==> src/rtl/fwd_source.sv <==
// Execute-to-writeback forwarding tracker: X and M slots feed decode operand select,
// M runs the data-memory handshake, W retires into the register file.
package fwd_pkg;
    localparam int XLEN = 64;
    localparam int REGW = 5;

    typedef logic [XLEN-1:0] word_t;
    typedef logic [REGW-1:0] creg_addr_t;

    typedef struct packed {
        creg_addr_t dst;
        word_t      data;
        logic       ismem;
    } tran_t;
endpackage

module fwd_source
    import fwd_pkg::*;
(
    input  logic       clk,
    input  logic       reset,
    input  logic       ex_valid,
    input  creg_addr_t ex_dst,
    input  word_t      ex_result,
    input  logic       ex_isload,
    input  logic       ex_isstore,
    input  word_t      ex_wdata,
    input  logic       flush,
    output tran_t      trane,
    output tran_t      tranm,
    output logic       stall,
    output logic       dreq_valid,
    output logic       dreq_write,
    output word_t      dreq_addr,
    output word_t      dreq_wdata,
    input  logic       dresp_valid,
    input  word_t      dresp_rdata,
    output logic       wb_en,
    output creg_addr_t wb_dst,
    output word_t      wb_data
);

    typedef enum logic {IDLE, BUSY} state_t;

    state_t     state;

    logic       x_valid, x_isload, x_isstore;
    creg_addr_t x_dst;
    word_t      x_data, x_wdata;

    logic       m_valid, m_isload, m_isstore;
    creg_addr_t m_dst;
    word_t      m_data, m_wdata;

    logic       w_valid;
    creg_addr_t w_dst;
    word_t      w_data;

    always_ff @(posedge clk) begin
        if (reset) begin
            state   <= IDLE;
            x_valid <= 1'b0;
            m_valid <= 1'b0;
            w_valid <= 1'b0;
        end else if (state == IDLE) begin
            // Stores retire with dst cleared so W never writes the register file.
            w_valid   <= m_valid;
            w_dst     <= m_isstore ? '0 : m_dst;
            w_data    <= m_data;

            m_valid   <= x_valid;
            m_dst     <= x_dst;
            m_data    <= x_data;
            m_isload  <= x_isload;
            m_isstore <= x_isstore;
            m_wdata   <= x_wdata;
            if (x_valid && (x_isload || x_isstore))
                state <= BUSY;

            x_valid   <= ex_valid && !flush;
            x_dst     <= ex_dst;
            x_data    <= ex_result;
            x_isload  <= ex_isload;
            x_isstore <= ex_isstore;
            x_wdata   <= ex_wdata;
        end else begin
            w_valid <= 1'b0;
            if (flush)
                x_valid <= 1'b0;
            if (dresp_valid) begin
                if (m_isload)
                    m_data <= dresp_rdata;
                state <= IDLE;
            end
        end
    end

    always_comb begin
        trane = '0;
        if (x_valid) begin
            trane.dst   = x_isstore ? '0 : x_dst;
            trane.data  = x_data;
            trane.ismem = x_isload;
        end

        tranm = '0;
        if (m_valid) begin
            tranm.dst  = (m_isstore || state == BUSY) ? '0 : m_dst;
            tranm.data = m_data;
        end
    end

    assign stall      = (state == BUSY);
    assign dreq_valid = stall;
    assign dreq_write = stall && m_isstore;
    assign dreq_addr  = stall ? m_data  : '0;
    assign dreq_wdata = stall ? m_wdata : '0;

    assign wb_en   = w_valid && (w_dst != '0);
    assign wb_dst  = wb_en ? w_dst  : '0;
    assign wb_data = wb_en ? w_data : '0;

endmodule

==> config.mk <==
export PLATFORM = sky130hd
export DESIGN_NAME = fwd_source
export DESIGN_NICKNAME = d
export VERILOG_FILES = /design/src/rtl/fwd_source.sv
export SDC_FILE = /design/constraint.sdc
export NUM_CORES = 1
export LEC_CHECK = 0
export ABC_AREA = 1
export BUFFER_PORTS_ARGS = -buffer_cell sky130_fd_sc_hd__buf_2
export CAP_MARGIN = 10
export CORE_ASPECT_RATIO = 1.5
export CORE_MARGIN = 1
export CORE_UTILIZATION = 30
export DETAILED_ROUTE_END_ITERATION = 12
export GPL_TIMING_DRIVEN = 1
export PLACE_DENSITY = 0.62
export SKIP_CTS_REPAIR_TIMING = 1
export SYNTH_ARGS = -nofsm -noshare
export SYNTH_HDL_FRONTEND = slang
export SYNTH_SLANG_ARGS = --single-unit
==> constraint.sdc <==
create_clock -name clk -period 17.6 [get_ports clk]
set_clock_uncertainty 0.05 [all_clocks]
set_input_delay 1.76 -clock clk [delete_from_list [all_inputs] [get_ports clk]]
set_output_delay 1.76 -clock clk [all_outputs]
set_load 0.05 [all_outputs]
==> results.cfg, run 1 <==
[sta]
setup_viol = 0
setup_tns_ns = 0
fmax_ghz = 0.205
drv_slew = 0
hold_violations = 0
timing.slew.headroom_pct = 24.8
finalCritPeriodShare_pct = 27.7
setup_ws_ns = 12.72
post-route-min-period_ns = 4.88
rsz0062_at_grt = false
tightest_slew_ns = 1.13
hold-worst-slack_ns = 0.357

[clock_network]
cts_buffers = 35
htreeDepth = 2
ctsLongestPathBuffers = 3
cts_sinks = 343
cts-root-buf = clkbuf_16
clk_latency_ns = 0.53
path_clk_slew_ns = 0.06
cts_tree = done

[route]
first_iter_violations = 620
wl_met2_mm = 20.3
wl_per_cell_um = 16.4
first_pass_iters = 5
via_per_inst = 4.21
drt-total-wl_mm = 40.1
wl_met3_mm = 2.85
drc = 0
final_antenna_net_count = 0
vias = 10325
wl_met1_mm = 15.5
top_layer = met4

[setup_path]
cp_slowest_cell = buf_4
worstPathMaxFanout = 107
path_class = flip-flop to output pin
end_kind = output pin
cp.depth = 5
cp.arrival_ns = 3.07
crit_family = buffers and inverters
worstSetupStartpointType = flip-flop
path_common_cell = buf_4
max_stage_delay_ns = 0.82
reg2reg_depth = 5
path_cells = buf_4 > buf_4 > nand2_1 > inv_1 > buf_2
path_buf_inv = 4
worst_ep_required_time_ns = 15.79

[yosys]
mappedNetlistArea_mm2 = 0.0140
synth_cells = 1294
syn_area_per_cell_um2 = 10.8
syn_nets = 1498
ys_seq_elements = 343
yosysWarnings = 0
synth_cell_types = 17
yosysSeqAreaShare_pct = 73.5

[global_routing]
overflow = 0
grt_pass1_wl_mm = 57.5
first_global_vias = 10132
grt_max_degree = 108
grt_usage_pct = 16.3
antenna_found_initial = 7

[status]
status = finished clean

[final_layout]
drive_gt1_share_pct = 33.0
nNetsFinal = 2036
fin_util_pct = 40.1
areaGrowthSynthToFinish_pct = 31.8
final.fill_count = 4511
final_common_cell = buf_2
layout.cells.non_filler = 2451
layout_common_cells = 543 x buf_2, 455 x nand2_1, 342 x inv_1

[floorplanning]
die_y_um = 266
rows = 96
die_area_mm2 = 0.0474
ios = 545
die_w_um = 178
core-area_mm2 = 0.0459
initial_core_util_pct = 30.4

[placed_design]
dp_slack_ns = 13.20
dp_hpwl_mm = 28.7
portBuffers = 543
dp_cells = 2383
finalWeightedCongestion = 0.920

[power]
power_density_mw_per_mm2 = 105
ir_drop_uv = 81.3
leakage_nw = 10.5

[worst_hold_path]
hold_path_depth = 0
hp-class = flip-flop to flip-flop

[job]
cap_violations = 0
[cells by family after synthesis]
group | count (synthesis) | share of synthesized area (%)
and+or+nand+nor | 549 | 14.8
buffers and inverters | 396 | 11.5
DFF | 343 | 73.5
AOI/OAI and AO/OA | 5 | 0.179
other | 1 | 0.0269
[cell usage after synthesis (all sizes together)]
master | number | area [um^2]
conb | 1 | 3.75
nand3 | 1 | 5.00
nor3 | 5 | 25.0
nand2 | 457 | 1720
o21ai | 1 | 5.00
or2 | 1 | 6.26
buf | 42 | 273
clkbuf | 11 | 41.3
a21oi | 4 | 20.0
edfxtp | 339 | 10200
nor2 | 85 | 319
inv | 343 | 1290
dfxtp | 4 | 80.1
[worst paths after layout]
check	slack (ns)	from	to
max reg2reg	14.47	dreq_valid	m_data[42]
min	0.36	x_wdata[52]	m_wdata[52]
max	12.72	dreq_valid	dreq_addr[34]
min reg2reg	0.36	x_wdata[52]	m_wdata[52]
[metrics by stage]
step                      total power [mW]  area, um^2
after global routing                  1.99       18400
final                                 1.92       18400
after detailed placement              1.18       17200
after CTS                             1.95       18400
after global placement                1.18       17200
after floorplan                       1.12       14000
[sequential cells by signal, indices dropped and copies added (netlist names), 5 cells and up]
signal / cells
m_data: 64
m_dst: 5
m_wdata: 64
w_data: 64
w_dst: 5
x_data: 64
x_dst: 5
x_wdata: 64
[routing by layer]
| metal | GRT usage [%] | vias to the layer above |
|---|---|---|
| li1 | - | 4956 |
| met5 | 0 | - |
| met4 | 7.92 | 0 |
| met2 | 28.3 | 452 |
| met1 | 19.1 | 4822 |
| met3 | 3.07 | 95 |
[layout make-up]
type                    instances  area [um^2]  area share [%]
flip-flops and latches        343        10300            55.8
repair buffers                554         2800            15.2
multi-input cells             555         2120            11.5
inverters                     343         1290            7.00
clock buffers                  38          908            4.94
well taps                     588          736            4.00
clock inverters                24          273            1.48
diodes                          6         15.0          0.0816
[power breakdown]
group | switching [mW] | internal, mW
registers | 0.0287 | 0.965
logic | 0.127 | 0.0404
clock network | 0.313 | 0.450
No activity file was read; power rests on OpenSTA's default activity.
==> inputs of run 2 (changes only) <==
--- a/config.mk
+++ b/config.mk
@@ -5,7 +5,7 @@
 export SDC_FILE = /design/constraint.sdc
 export NUM_CORES = 1
 export LEC_CHECK = 0
-export ABC_AREA = 1
+export ABC_AREA = 0
 export BUFFER_PORTS_ARGS = -buffer_cell sky130_fd_sc_hd__buf_2
 export CAP_MARGIN = 10
 export CORE_ASPECT_RATIO = 1.5
==> constraint.sdc (replaced) <==
create_clock -name clk -period 4.6 [get_ports clk]
set_clock_uncertainty 0.05 [all_clocks]
set_input_delay 0.46 -clock clk [delete_from_list [all_inputs] [get_ports clk]]
set_output_delay 0.46 -clock clk [all_outputs]
set_load 0.05 [all_outputs]
==> results.cfg, run 2 <==
[floorplanning]
rows = 94
core-area_mm2 = 0.0441
ios = 545
initial_core_util_pct = 30.6
die_y_um = 262
die_area_mm2 = 0.0459
die_w_um = 175

[placed_design]
finalWeightedCongestion = 0.869
dp_hpwl_mm = 27.7
portBuffers = 543
dp_slack_ns = 1.93

[yosys]
yosysSeqAreaShare_pct = 76.0
mappedNetlistArea_mm2 = 0.0135
synth_top_area_share_pct = 75.4
yosysTopAreaCell = edfxtp_1
synth_cell_types = 20
synth.most_common_cell = edfxtp_1
synth_area_leaders = edfxtp_1 75%, and2_1 12%, mux2_2 5.4%
async_flop_share_pct = 0
syn_area_per_cell_um2 = 16.5
synth_ff_type = edfxtp_1
synth_edf_count = 339
synth_cells = 819
ys_seq_elements = 343
syn_nets = 1023
synthTopCellsByCount = 339 x edfxtp_1, 269 x and2_1, 65 x mux2_2, 64 x and3_1, 33 x clkbuf_1
yosysWarnings = 0

[setup_path]
cp.depth = 4
crit_family = simple AND/OR/NAND/NOR gates
path_class = flip-flop to output pin
max_stage_delay_ns = 0.68
path_buf_inv = 1
reg2reg_depth = 2
cp_slowest_cell = nand2_2
worstPathMaxFanout = 65
worstSetupStartpointType = flip-flop
end_kind = output pin
cp.arrival_ns = 2.60
worst_ep_required_time_ns = 4.09
path_cells = nor3_2 > nand2_2 > and3_1 > buf_2

[route]
first_iter_violations = 439
drt-total-wl_mm = 38.7
first_pass_iters = 5
wl_per_cell_um = 19.7
vias = 8608
final_antenna_net_count = 0
drc = 0
via_per_inst = 4.38

[global_routing]
antenna_found_initial = 6
first_global_vias = 8763
overflow = 0
grt_usage_pct = 16.0
grt_max_degree = 137
grt_pass1_wl_mm = 54.2

[sta]
finalCritPeriodShare_pct = 67.6
setup_viol = 0
timing.slew.headroom_pct = 21.1
tightest_slew_ns = 1.18
drv_slew = 0
setup_ws_ns = 1.49
setup_tns_ns = 0
rsz0062_at_grt = false
post-route-min-period_ns = 3.11
fmax_ghz = 0.322
hold_violations = 0

[final_layout]
areaGrowthSynthToFinish_pct = 33.0
layout_common_cells = 543 x buf_2, 339 x edfxtp_1, 269 x and2_1
drive_gt1_share_pct = 49.2
fin_util_pct = 40.7
final_common_cell = buf_2
nNetsFinal = 1565

[power]
leakage_nw = 8.09
total_power_mw = 7.08
ir_drop_uv = 323
power_density_mw_per_mm2 = 394

[clock_network]
htreeDepth = 2
cts-root-buf = clkbuf_16
ctsLongestPathBuffers = 3
cts_sinks = 343
cts_tree = done
clk_latency_ns = 0.53
path_clk_slew_ns = 0.06
cts_buffers = 35

[job]
cap_violations = 0

[worst_hold_path]
hp-class = input port to flip-flop
hold_path_depth = 1

[status]
status = finished clean
## run 2: changes by cell type in the layout (fill, tap and decap cells not counted), moves of 5 or more
cell / before / now
mux2_2: 0 / 65
nand2_1: 455 / 1
nor2_1: 83 / 4
and3_1: 0 / 64
and2_1: 0 / 269
buf_12: 0 / 5
nor2b_1: 0 / 10
clkinv_2: 3 / 8
inv_1: 342 / 0
## run 2: cell type report
| type | count | area, um^2 |
|---|---|---|
| fillers | 4119 | 26200 |
| repair buffers | 557 | 2890 |
| well taps | 576 | 721 |
| multi-input cells | 424 | 2990 |
| flip-flops and latches | 343 | 10300 |
| clock buffers | 38 | 908 |
| clock inverters | 21 | 166 |
| diodes | 5 | 12.5 |
## run 2: stage by stage
| step | hold slack (ns) | cells | area (um^2) |
|---|---|---|---|
| finish | 0.0550 | 1964 | 17900 |
| global route | 0.0266 | 1964 | 17900 |
| CTS | 0.0213 | 1959 | 17900 |
| detailed placement | 0.355 | 1900 | 16900 |
| global placement | 0.350 | 1900 | 16900 |
| floorplan | 0.350 | 819 | 13500 |
## run 2: path summary, 6_finish.rpt
path,start,endpoint,slack [ns]
worst max register to register,dreq_valid,w_data[25],2.33
worst max-delay path,w_dst[0],wb_data[52],1.49
worst min register to register,x_wdata[29],m_wdata[29],0.36
worst min-delay path,ex_result[49],x_data[49],0.05
## run 2: kinds of logic (layout without fill, tap and decap cells)
kind of cell	count (synthesis)	count (layout)	synth area share, %
AND/OR/NAND/NOR	354	354	16.3
flip-flops	343	343	76.0
multiplexers	67	67	5.57
buffers and inverters	52	616	2.01
AO/OA/AOI/OAI	2	2	0.0741
other	1	6	0.0278
## run 2: per-layer routing
| layer | GRT usage (%) | part of all wire [%] | vias up |
|---|---|---|---|
| met3 | 2.79 | 5.3 | 72 |
| met2 | 28.2 | 51 | 360 |
| met1 | 19.0 | 39 | 4162 |
| met4 | 7.37 | 3.7 | 0 |
| li1 | - | - | 4014 |
| met5 | 0 | 0 | - |
## run 2: power by group
part           leakage, nW  internal [mW]  switching [mW]  total [mW]
sequential            3.34           3.68           0.110        3.79
clock                0.528           1.54            1.17        2.71
combinational         4.22          0.180           0.398       0.578
total                 8.09           5.40            1.68        7.08
